**src/rtl/id_pkg.sv**
```systemverilog
// Shared types and defaults for the decode-issue front end.
// Register index width, default architectural sizes and the buffered entry layout.
// Pure declarations; no logic.
package id_pkg;

  localparam int REG_IDX_W = 5;
  localparam int NREG_DEF  = 32;
  localparam int XLEN_DEF  = 32;

  // One buffered instruction as it travels from IF to the decoder.
  typedef struct packed {
    logic [XLEN_DEF-1:0] pc;
    logic [XLEN_DEF-1:0] inst;
  } fifo_ent_t;

endpackage

```
**src/rtl/id_scoreboard.sv**
```systemverilog
// Per-register pending-write counters with issue increment and writeback decrement.
// Latency: updates visible one cycle after the inc/dec edge; lookups are combinational.
// No backpressure; a counter at max is reported so the issuer stalls instead of overflowing.
module id_scoreboard
  import id_pkg::*;
#(
  parameter int NREG   = NREG_DEF,
  parameter int PEND_W = 2
) (
  input  logic                 clk,
  input  logic                 rst,
  input  logic                 inc_i,
  input  logic [REG_IDX_W-1:0] inc_idx_i,
  input  logic                 dec_i,
  input  logic [REG_IDX_W-1:0] dec_idx_i,
  input  logic [REG_IDX_W-1:0] src1_idx_i,
  input  logic [REG_IDX_W-1:0] src2_idx_i,
  input  logic [REG_IDX_W-1:0] dest_idx_i,
  output logic                 src1_busy_o,
  output logic                 src2_busy_o,
  output logic                 dest_full_o
);

  localparam logic [PEND_W-1:0] PEND_MAX = '1;

  logic [PEND_W-1:0] pend_q [NREG];
  logic [PEND_W-1:0] pend_d [NREG];

  // Next counter values: inc and dec on the same register cancel; dec saturates at zero; r0 never moves.
  always_comb begin
    logic up;
    logic dn;
    up = 1'b0;
    dn = 1'b0;
    for (int r = 0; r < NREG; r++) begin
      pend_d[r] = pend_q[r];
      up = inc_i && (inc_idx_i == REG_IDX_W'(r));
      dn = dec_i && (dec_idx_i == REG_IDX_W'(r));
      if (r != 0) begin
        if (up && !dn && (pend_q[r] != PEND_MAX)) begin
          pend_d[r] = pend_q[r] + 1'b1;
        end else if (dn && !up && (pend_q[r] != '0)) begin
          pend_d[r] = pend_q[r] - 1'b1;
        end
      end
    end
  end

  // Counter state register with synchronous clear.
  always_ff @(posedge clk) begin
    if (rst) begin
      for (int r = 0; r < NREG; r++) begin
        pend_q[r] <= '0;
      end
    end else begin
      pend_q <= pend_d;
    end
  end

  assign src1_busy_o = (src1_idx_i != '0) && (pend_q[src1_idx_i] != '0);
  assign src2_busy_o = (src2_idx_i != '0) && (pend_q[src2_idx_i] != '0);
  assign dest_full_o = (dest_idx_i != '0) && (pend_q[dest_idx_i] == PEND_MAX);

endmodule

```
**src/rtl/id_issue_buf.sv**
```systemverilog
// Decode-issue buffer: FIFO of fetched instructions, scoreboard-gated issue, branch flush.
// Latency: enqueue in cycle N is at the head in N+1; head issues combinationally when hazard-free.
// Backpressure: o_id_ready drops when full; head holds while hazard_stall or i_ex_ready low.
module id_issue_buf
  import id_pkg::*;
#(
  parameter int DEPTH  = 4,
  parameter int XLEN   = XLEN_DEF,
  parameter int NREG   = NREG_DEF,
  parameter int PEND_W = 2
) (
  input  logic                       clk,
  input  logic                       rst,
  input  logic                       if_to_id_valid,
  input  logic [XLEN-1:0]            if_to_id_pc,
  input  logic [XLEN-1:0]            if_to_id_inst,
  output logic                       o_id_ready,
  output logic                       head_valid,
  output logic [XLEN-1:0]            head_pc,
  output logic [XLEN-1:0]            head_inst,
  input  logic                       id_src1_en,
  input  logic [REG_IDX_W-1:0]       id_src1,
  input  logic                       id_src2_en,
  input  logic [REG_IDX_W-1:0]       id_src2,
  input  logic                       id_dest_we,
  input  logic [REG_IDX_W-1:0]       id_dest,
  input  logic                       br_taken,
  input  logic                       i_ex_ready,
  output logic                       id_to_ex_valid,
  output logic                       hazard_stall,
  input  logic                       wb_valid,
  input  logic [REG_IDX_W-1:0]       wb_waddr,
  output logic [$clog2(DEPTH+1)-1:0] fifo_count
);

  localparam int PTR_W = $clog2(DEPTH);
  localparam int CNT_W = $clog2(DEPTH+1);

  fifo_ent_t        mem_q [DEPTH];
  logic [PTR_W-1:0] rd_q, rd_d;
  logic [PTR_W-1:0] wr_q, wr_d;
  logic [CNT_W-1:0] cnt_q, cnt_d;
  logic             enq, fire, flush;
  logic             src1_busy, src2_busy, dest_full;

  // Full/empty come from the count; ready ignores a same-cycle dequeue.
  assign o_id_ready     = ~rst & (cnt_q < CNT_W'(DEPTH));
  assign head_valid     = ~rst & (cnt_q != '0);
  assign head_pc        = XLEN'(mem_q[rd_q].pc);
  assign head_inst      = XLEN'(mem_q[rd_q].inst);
  assign hazard_stall   = head_valid & ((id_src1_en & src1_busy) |
                                        (id_src2_en & src2_busy) |
                                        (id_dest_we & dest_full));
  assign id_to_ex_valid = head_valid & ~hazard_stall;
  assign fire           = id_to_ex_valid & i_ex_ready;
  // A taken branch only counts when it actually issues.
  assign flush          = br_taken & fire;
  assign enq            = if_to_id_valid & o_id_ready & ~flush;
  assign fifo_count     = cnt_q;

  // Pointer/count next state; a flush empties the buffer and drops any concurrent enqueue.
  always_comb begin
    rd_d  = rd_q;
    wr_d  = wr_q;
    cnt_d = cnt_q;
    if (flush) begin
      rd_d  = wr_q;
      cnt_d = '0;
    end else begin
      if (enq)  wr_d = wr_q + 1'b1;
      if (fire) rd_d = rd_q + 1'b1;
      case ({enq, fire})
        2'b10:   cnt_d = cnt_q + 1'b1;
        2'b01:   cnt_d = cnt_q - 1'b1;
        default: cnt_d = cnt_q;
      endcase
    end
  end

  // Control state register with synchronous clear.
  always_ff @(posedge clk) begin
    if (rst) begin
      rd_q  <= '0;
      wr_q  <= '0;
      cnt_q <= '0;
    end else begin
      rd_q  <= rd_d;
      wr_q  <= wr_d;
      cnt_q <= cnt_d;
    end
  end

  // Entry storage; contents are only meaningful below the count, so no reset is needed.
  always_ff @(posedge clk) begin
    if (enq) begin
      mem_q[wr_q] <= '{pc: XLEN_DEF'(if_to_id_pc), inst: XLEN_DEF'(if_to_id_inst)};
    end
  end

  id_scoreboard #(
    .NREG   (NREG),
    .PEND_W (PEND_W)
  ) u_sb (
    .clk         (clk),
    .rst         (rst),
    .inc_i       (fire & id_dest_we),
    .inc_idx_i   (id_dest),
    .dec_i       (wb_valid),
    .dec_idx_i   (wb_waddr),
    .src1_idx_i  (id_src1),
    .src2_idx_i  (id_src2),
    .dest_idx_i  (id_dest),
    .src1_busy_o (src1_busy),
    .src2_busy_o (src2_busy),
    .dest_full_o (dest_full)
  );

endmodule
```
**config.mk**
```make
export PLATFORM = sky130hd
export DESIGN_NAME = id_issue_buf
export DESIGN_NICKNAME = d
export VERILOG_FILES = /design/src/rtl/id_pkg.sv /design/src/rtl/id_scoreboard.sv /design/src/rtl/id_issue_buf.sv
export SDC_FILE = /design/constraint.sdc
export NUM_CORES = 1
export LEC_CHECK = 0
export CAP_MARGIN = 20
export CORE_MARGIN = 2
export CORE_UTILIZATION = 55
export DETAILED_ROUTE_END_ITERATION = 8
export PLACE_DENSITY = 0.75
export SYNTH_ARGS = -nofsm -noshare
export SYNTH_HDL_FRONTEND = slang
export SYNTH_SLANG_ARGS = --single-unit
export TNS_END_PERCENT = 30
```
**constraint.sdc**
```tcl
create_clock -name clk -period 7.8 [get_ports clk]
set_input_delay 1.95 -clock clk [delete_from_list [all_inputs] [get_ports clk]]
set_output_delay 1.95 -clock clk [all_outputs]
set_load 0.1 [all_outputs]
```
Word-level counts from Yosys, hierarchy flattened
Memory sizes are Yosys's and may differ from the RTL's. A register that Yosys moved wholly into a read port is not among the register bits.
Index checks and enable logic that the tools add are counted.
{"block": "op_classes", "n_addsub": 66, "order_cmp": 4, "eq_ne": 96, "n_mux": 78, "bitwise_logic": 20, "reduce_logical": 323}
{"op": "$logic_and 1x1->1", "n": 189}
{"op": "$eq 5x5->1 const B", "n": 32}
{"op": "$mux 2", "n": 72}
{"op": "$reduce_bool 2->1", "n": 66}
{"op": "$eq 5x4->1 const B", "n": 16}
{"op": "$add 2x1->2 const B", "n": 33}
{"op": "$logic_not 1->1", "n": 62}
{"op": "$ne 2x2->1 const B", "n": 31}
{"op": "$sub 2x1->2 const B", "n": 31}
{"op": "$eq 5x3->1 const B", "n": 8}
{"op": "$bmux 2 s5", "n": 3}
{"op": "$eq 5x2->1 const B", "n": 4}
{"op": "$ge 6x6->1 const B", "n": 3}
{"op": "$not 5->6", "n": 3}
{"op": "$reduce_bool 5->1", "n": 3}
{"op": "$and 1x1->1", "n": 12}
{"op": "$eq 5x1->1 const B", "n": 2}
{"op": "$pmux 3 s2", "n": 1}
{"op": "$eq 2x2->1 const B", "n": 2}
{"op": "$add 3x1->3 const B", "n": 1}
{"op": "$lt 3x3->1 const B", "n": 1}
{"op": "$not 1->1", "n": 3}
{"op": "$reduce_bool 3->1", "n": 1}
{"op": "$sub 3x1->3 const B", "n": 1}
{"op": "5 further kinds", "n": 7}
{"block": "totals", "reg_bits": 69, "ramBits": 256, "in_bits": 93, "out_inout_bits": 71, "elab_cells": 622, "n_memories": 1}
{"name": "mem_q", "depth": 4, "width": 64, "read_ports": 1, "rd_clocked_by_memory_dff": 1, "wr": 1, "line_no": "id_issue_buf.sv:39", "source": "fifo_ent_t mem_q [DEPTH];"}

Longest topological paths before layout
{"block": "depth", "word_depth": 20, "depth_mapped": 17, "depth_no_buf": 15}

Modules after synthesis
Synthesis repeated with hierarchy kept, for this count alone.
{"block": "unflattened", "hier_cells": 1022, "area_unflattened_um2": 14177.3}
{"module": "id_issue_buf", "n_inst": 1, "cells_per_inst": 397, "area_each_um2": 9780.6, "seq_area_each_um2": 7867.5}
{"module": "id_scoreboard", "n_inst": 1, "cells_per_inst": 625, "area_each_um2": 4396.7, "seq_area_each_um2": 1241.2}

Worst setup path after synthesis
Ideal clock, no wire load.
{"block": "synth_path", "path_kind": "in2reg", "from": "in id_dest[1]", "to": "mem mem_q[0][0] in the netlist's numbering (enable)", "setup_ns": 0.486, "arrival_time_ns": 6.585, "required_time_ns": 7.314, "slack_ns": 0.729, "stages": 10, "n_path_buf": 2, "cell_sequence": "buf_2 -> nor2b_1 -> a221oi_1 -> nor4_1 -> a31oi_1 -> o41ai_2 -> a21o_1 -> buf_2 -> o311ai_2 -> nor2_1"}
{"block": "synth_between", "elab_chain_cells": 17, "word_cells_on_any_way": 18, "classes_between": "1 x eq/ne; 5 x mux; 10 x bitwise; 2 x reduce/logical"}
{"element": "start, declared", "line_no": "id_issue_buf.sv:26", "source": "input logic [REG_IDX_W-1:0] id_dest,"}
{"element": "$not 5->6 (not written as such)", "line_no": "id_scoreboard.sv:62", "source": "assign dest_full_o = (dest_idx_i != '0) && (pend_q[dest_idx_i] == PEND_MAX);"}
{"element": "$bmux 2 s5", "line_no": "id_scoreboard.sv:62"}
{"element": "$mux 2 (not written as such) (2 in series)", "line_no": "id_scoreboard.sv:62"}
{"element": "$eq 2x2->1", "line_no": "id_scoreboard.sv:62"}
{"element": "$logic_and 1x1->1 (*)", "line_no": "id_scoreboard.sv:62"}
{"element": "$and 1x1->1 (*)", "line_no": "id_issue_buf.sv:53", "source": "(id_dest_we & dest_full));"}
{"element": "$or 1x1->1 (*)", "line_no": "id_issue_buf.sv:52", "source": "(id_src2_en & src2_busy) |"}
{"element": "$and 1x1->1 (*)", "line_no": "id_issue_buf.sv:51", "source": "assign hazard_stall = head_valid & ((id_src1_en & src1_busy) |"}
{"element": "$not 1->1 (*)", "line_no": "id_issue_buf.sv:54", "source": "assign id_to_ex_valid = head_valid & ~hazard_stall;"}
{"element": "$and 1x1->1 (*)", "line_no": "id_issue_buf.sv:54"}
{"element": "$and 1x1->1 (*)", "line_no": "id_issue_buf.sv:55", "source": "assign fire = id_to_ex_valid & i_ex_ready;"}
{"element": "$and 1x1->1 (*)", "line_no": "id_issue_buf.sv:57", "source": "assign flush = br_taken & fire;"}
{"element": "$not 1->1 (no line) (*)"}
{"element": "$and 1x1->1 (*)", "line_no": "id_issue_buf.sv:58", "source": "assign enq = if_to_id_valid & o_id_ready & ~flush;"}
{"element": "$mux 1 (*)", "line_no": "id_issue_buf.sv:95", "source": "if (enq) begin"}
{"element": "$mux 1 (not written as such) (*)", "line_no": "id_issue_buf.sv:96", "source": "mem_q[wr_q] <= '{pc: XLEN_DEF'(if_to_id_pc), inst: XLEN_DEF'(if_to_id_inst)};"}
{"element": "end, declared", "line_no": "id_issue_buf.sv:39"}
Mark *: on every way between the ends. The rest lies on a longest branch, timed or not. The select of a mux whose other input is x is not followed.

Worst setup path in the final report
{"block": "layout_path", "from": "in id_dest[0]", "to": "out hazard_stall"}
{"block": "layout_between", "elab_chain_cells": 9, "word_cells_on_any_way": 10, "classes_between": "1 x eq/ne; 3 x mux; 4 x bitwise; 2 x reduce/logical"}
{"element": "$not 5->6 (not written as such)", "line_no": "id_scoreboard.sv:62"}
{"element": "$bmux 2 s5", "line_no": "id_scoreboard.sv:62"}
{"element": "$mux 2 (not written as such) (2 in series)", "line_no": "id_scoreboard.sv:62"}
{"element": "$eq 2x2->1", "line_no": "id_scoreboard.sv:62"}
{"element": "$logic_and 1x1->1 (*)", "line_no": "id_scoreboard.sv:62"}
{"element": "$and 1x1->1 (*)", "line_no": "id_issue_buf.sv:53"}
{"element": "$or 1x1->1 (*)", "line_no": "id_issue_buf.sv:52"}
{"element": "$and 1x1->1 (*)", "line_no": "id_issue_buf.sv:51"}
{"element": "end, declared", "line_no": "id_issue_buf.sv:30", "source": "output logic hazard_stall,"}
Marked as above.

==> flow_metrics.py <==
metrics = {
    "placement": {
        "globalplace.congestion": 0.988,
        "pre_cts_ws_ns": 0.998,
        "io_buffers": 163,
        "dp.cells": 1484,
        "dpl.hpwl_um": 22800,
    },
    "route": {
        "wl_per_cell_um": 22.4,
        "wl_um": 34600,
        "dr.pass1.iters": 5,
        "final_antenna_net_count": 0,
        "drcViolationCount": 0,
        "vias_per_cell": 6.31,
        "vias": 9755,
        "drt_first_iter_violations": 976,
    },
    "critical_path": {
        "critical_path_required_ns": 5.85,
        "worst-setup-path-type": "input port to output pin",
        "r2r-end": "u_sb.pend_q[40]$_SDFFE_PP0P_",
        "crit_path_start_kind": "input port",
        "crit_fanout": 19,
        "critPathSlowestCell": "clkdlybuf4s50_1",
        "path_cells": "clkdlybuf4s50_1 > buf_4 > mux4_2 > nor2b_1 > nor4_1 > a31oi_1 > o41ai_2 > a21oi_1 > nor2_1 > buf_12",
        "crit_arrival_ns": 4.84,
        "max_stage_delay_ns": 0.73,
        "crit_path_end": "hazard_stall",
        "worstReg2RegStart": "u_sb.pend_q[56]$_SDFFE_PP0P_",
        "cp-end-kind": "output pin",
        "r2r_setup_slack_ns": 3.95,
        "rr_worst_depth": 10,
        "crit_start": "id_dest[0]",
    },
    "synth": {
        "ys_seq_elements": 327,
        "synth_compound_area_share_pct": 8.53,
        "ys_warn_count": 0,
        "avgSynthCellArea_sq_um": 14.3,
        "muxShareOfSynthArea_pct": 14.5,
        "synth_edf_count": 256,
        "yosys.area.top_type": "edfxtp_1",
        "synth_nets": 1118,
        "yosysSeqAreaShare_pct": 62.7,
        "synth-simple-area-share_pct": 11.4,
        "synth.most_common_cell": "edfxtp_1",
        "synthFlopType": "edfxtp_1",
        "synth_common_cells": "edfxtp_1, nor2_1, mux4_2",
        "synthCells": 1019,
        "synth_top_cell_area_share_pct": 52.9,
        "synth_adder_area_share_pct": 0.568,
        "synth_xor_area_share_pct": 0.301,
        "yosys-top-cells-area": "edfxtp_1, mux4_2, dfxtp_1, nor2_1, o21ai_0",
        "netlist_area_sq_um": 14500,
        "synth_top_family_by_area": "multiplexers",
        "synth_cell_types": 69,
        "async_flop_share_pct": 0,
    },
    "sta": {
        "relSlewSlack_pct": 27.0,
        "finClkSkew_ns": 0.0382,
        "finalCriticalPeriod_ns": 6.79,
        "slew_violations": 0,
        "fin_crit_sh_pct": 87.0,
        "setup_viol": 0,
        "hold_viol": 0,
        "final.setup.tns_ns": 0,
        "setup_slack_ns": 1.01,
        "tightestPinTransition_ns": 1.09,
        "max_freq_ghz": 0.147,
        "rsz0062_at_grt": "no",
    },
    "layout": {
        "seq_area_sq_um": 9110,
        "multi_input_area_sq_um": 5160,
        "drive_above_1_share_pct": 15.7,
        "final_util_pct": 67.9,
        "area_growth_pct": 21.5,
        "num-nets-final": 1284,
        "diodes": 0,
        "layoutNonFillerInstCount": 1545,
        "n_fill_cell": 1791,
    },
    "clock_network": {
        "ctsResizeCount": 0,
        "cts_root_buf": "clkbuf_16",
        "clk_latency_ns": 0.52,
        "postCtsHoldBufs": 0,
        "cts_tree": "done",
        "cts_made_buffers": 34,
        "path_clk_slew_ns": 0.06,
        "cts_sinks": 327,
        "clockBufferDepth": 3,
        "postCtsSetupBuffers": 0,
        "cts-htree-levels": 2,
    },
    "global_route": {
        "grt_pass1_vias": 9388,
        "grt_use_total_pct": 24.7,
        "grt_pass1_wl_um": 53400,
        "grt_overflow_total": 0,
        "antenna_found_initial": 3,
        "grt_max_degree": 67,
    },
    "die": {
        "num_io_pins": 164,
        "dieArea_sq_um": 27700,
        "core_sq_um": 26000,
        "start_util_pct": 55.9,
        "row_count": 59,
        "die_y_um": 167,
        "die_x_um": 167,
    },
    "status": {
        "status": "complete, no violations",
    },
    "flow_run": {
        "drv_cap": 0,
    },
    "pwr": {
        "vdd_drop_max_v": 0.000244,
        "power_per_cell_area_nw_per_um2": 237,
        "leakagePower_nw": 5.54,
    },
    "worst_hold_path": {
        "min-delay-path-class": "flip-flop to flip-flop",
    },
}
## where the power goes
group	switching [mW]	internal, mW	total (mW)
Sequential	0.0297	1.94	1.97
Clock	0.640	0.903	1.54
Combinational	0.472	0.201	0.673
## critical path: cells and delay by family
family	cells	cell delay (ns)
AO/OA/AOI/OAI	3	0.89
multiplexers	1	0.27
buffers and inverters	3	1.28
AND/OR/NAND/NOR	3	0.41
## placed cells by master, fill, tap and decap left out, drive strengths merged, types with 8 or more instances in the layout
cell / n
a21oi: 41
mux4: 88
nor3: 34
nand2: 56
nor4: 10
inv: 27
nand4: 12
clkdlybuf4s50: 160
edfxtp: 256
o21ai: 44
clkbuf: 43
dfxtp: 71
nor2: 101
o31a: 8
buf: 17
mux2: 9
nand2b: 21
nand3: 16
clkinv: 13
nor2b: 13
a31oi: 12
or2: 8
a211oi: 14
## flip-flops by register name (all words and copies together), names as in the netlist, named ones only
signal / cells
wr_q: 2
rd_q: 2
fifo_count: 3
mem_q: 256
u_sb.pend_q: 62
## worst min-delay path by stage
stage / start / cells after the start / end
after floorplan: u_sb.pend_q[51]$_SDFFE_PP0P_ / 2 / u_sb.pend_q[51]$_SDFFE_PP0P_
after global placement: u_sb.pend_q[45]$_SDFFE_PP0P_ / 2 / u_sb.pend_q[45]$_SDFFE_PP0P_
after detailed placement: u_sb.pend_q[45]$_SDFFE_PP0P_ / 2 / u_sb.pend_q[45]$_SDFFE_PP0P_
after CTS: u_sb.pend_q[45]$_SDFFE_PP0P_ / 2 / u_sb.pend_q[45]$_SDFFE_PP0P_
after global routing: u_sb.pend_q[45]$_SDFFE_PP0P_ / 2 / u_sb.pend_q[45]$_SDFFE_PP0P_
final: u_sb.pend_q[45]$_SDFFE_PP0P_ / 2 / u_sb.pend_q[45]$_SDFFE_PP0P_
## routing by layer
metal	vias to the layer above	routed length [um]	track usage, %
li1	4379	-	-
met1	4823	13900	33.0
met2	462	17000	40.9
met3	85	2750	5.35
met4	6	1060	7.87
met5	-	36	0
## logic make-up (layout without fill, tap and decap cells)
family / count (synthesis) / after routing
buffers and inverters: 71 / 262
DFF: 327 / 327
xor gates and xnor gates: 5 / 5
adders and majority gates: 6 / 6
AOI/OAI and AO/OA: 186 / 186
muxes: 99 / 99
and+or+nand+nor: 325 / 325
## metrics by stage
stage	cell area [sq um]	hold slack, ns	power (mW)
floorplan	14500	0.460	2.47
global placement	16600	0.493	2.66
detailed placement	16600	0.500	2.67
CTS	17700	0.509	4.22
global route	17700	0.541	4.32
finish	17700	0.507	4.18
## final cells by class
class	count	share of cell area (%)
clock buffers	43	5.18
clock inverters	18	0.893
inverters	24	0.510
multi-input cells	621	29.2
flip-flops and latches	327	51.6
well taps	335	2.37
repair buffers	177	10.2
No activity file was read; power rests on OpenSTA's default activity.
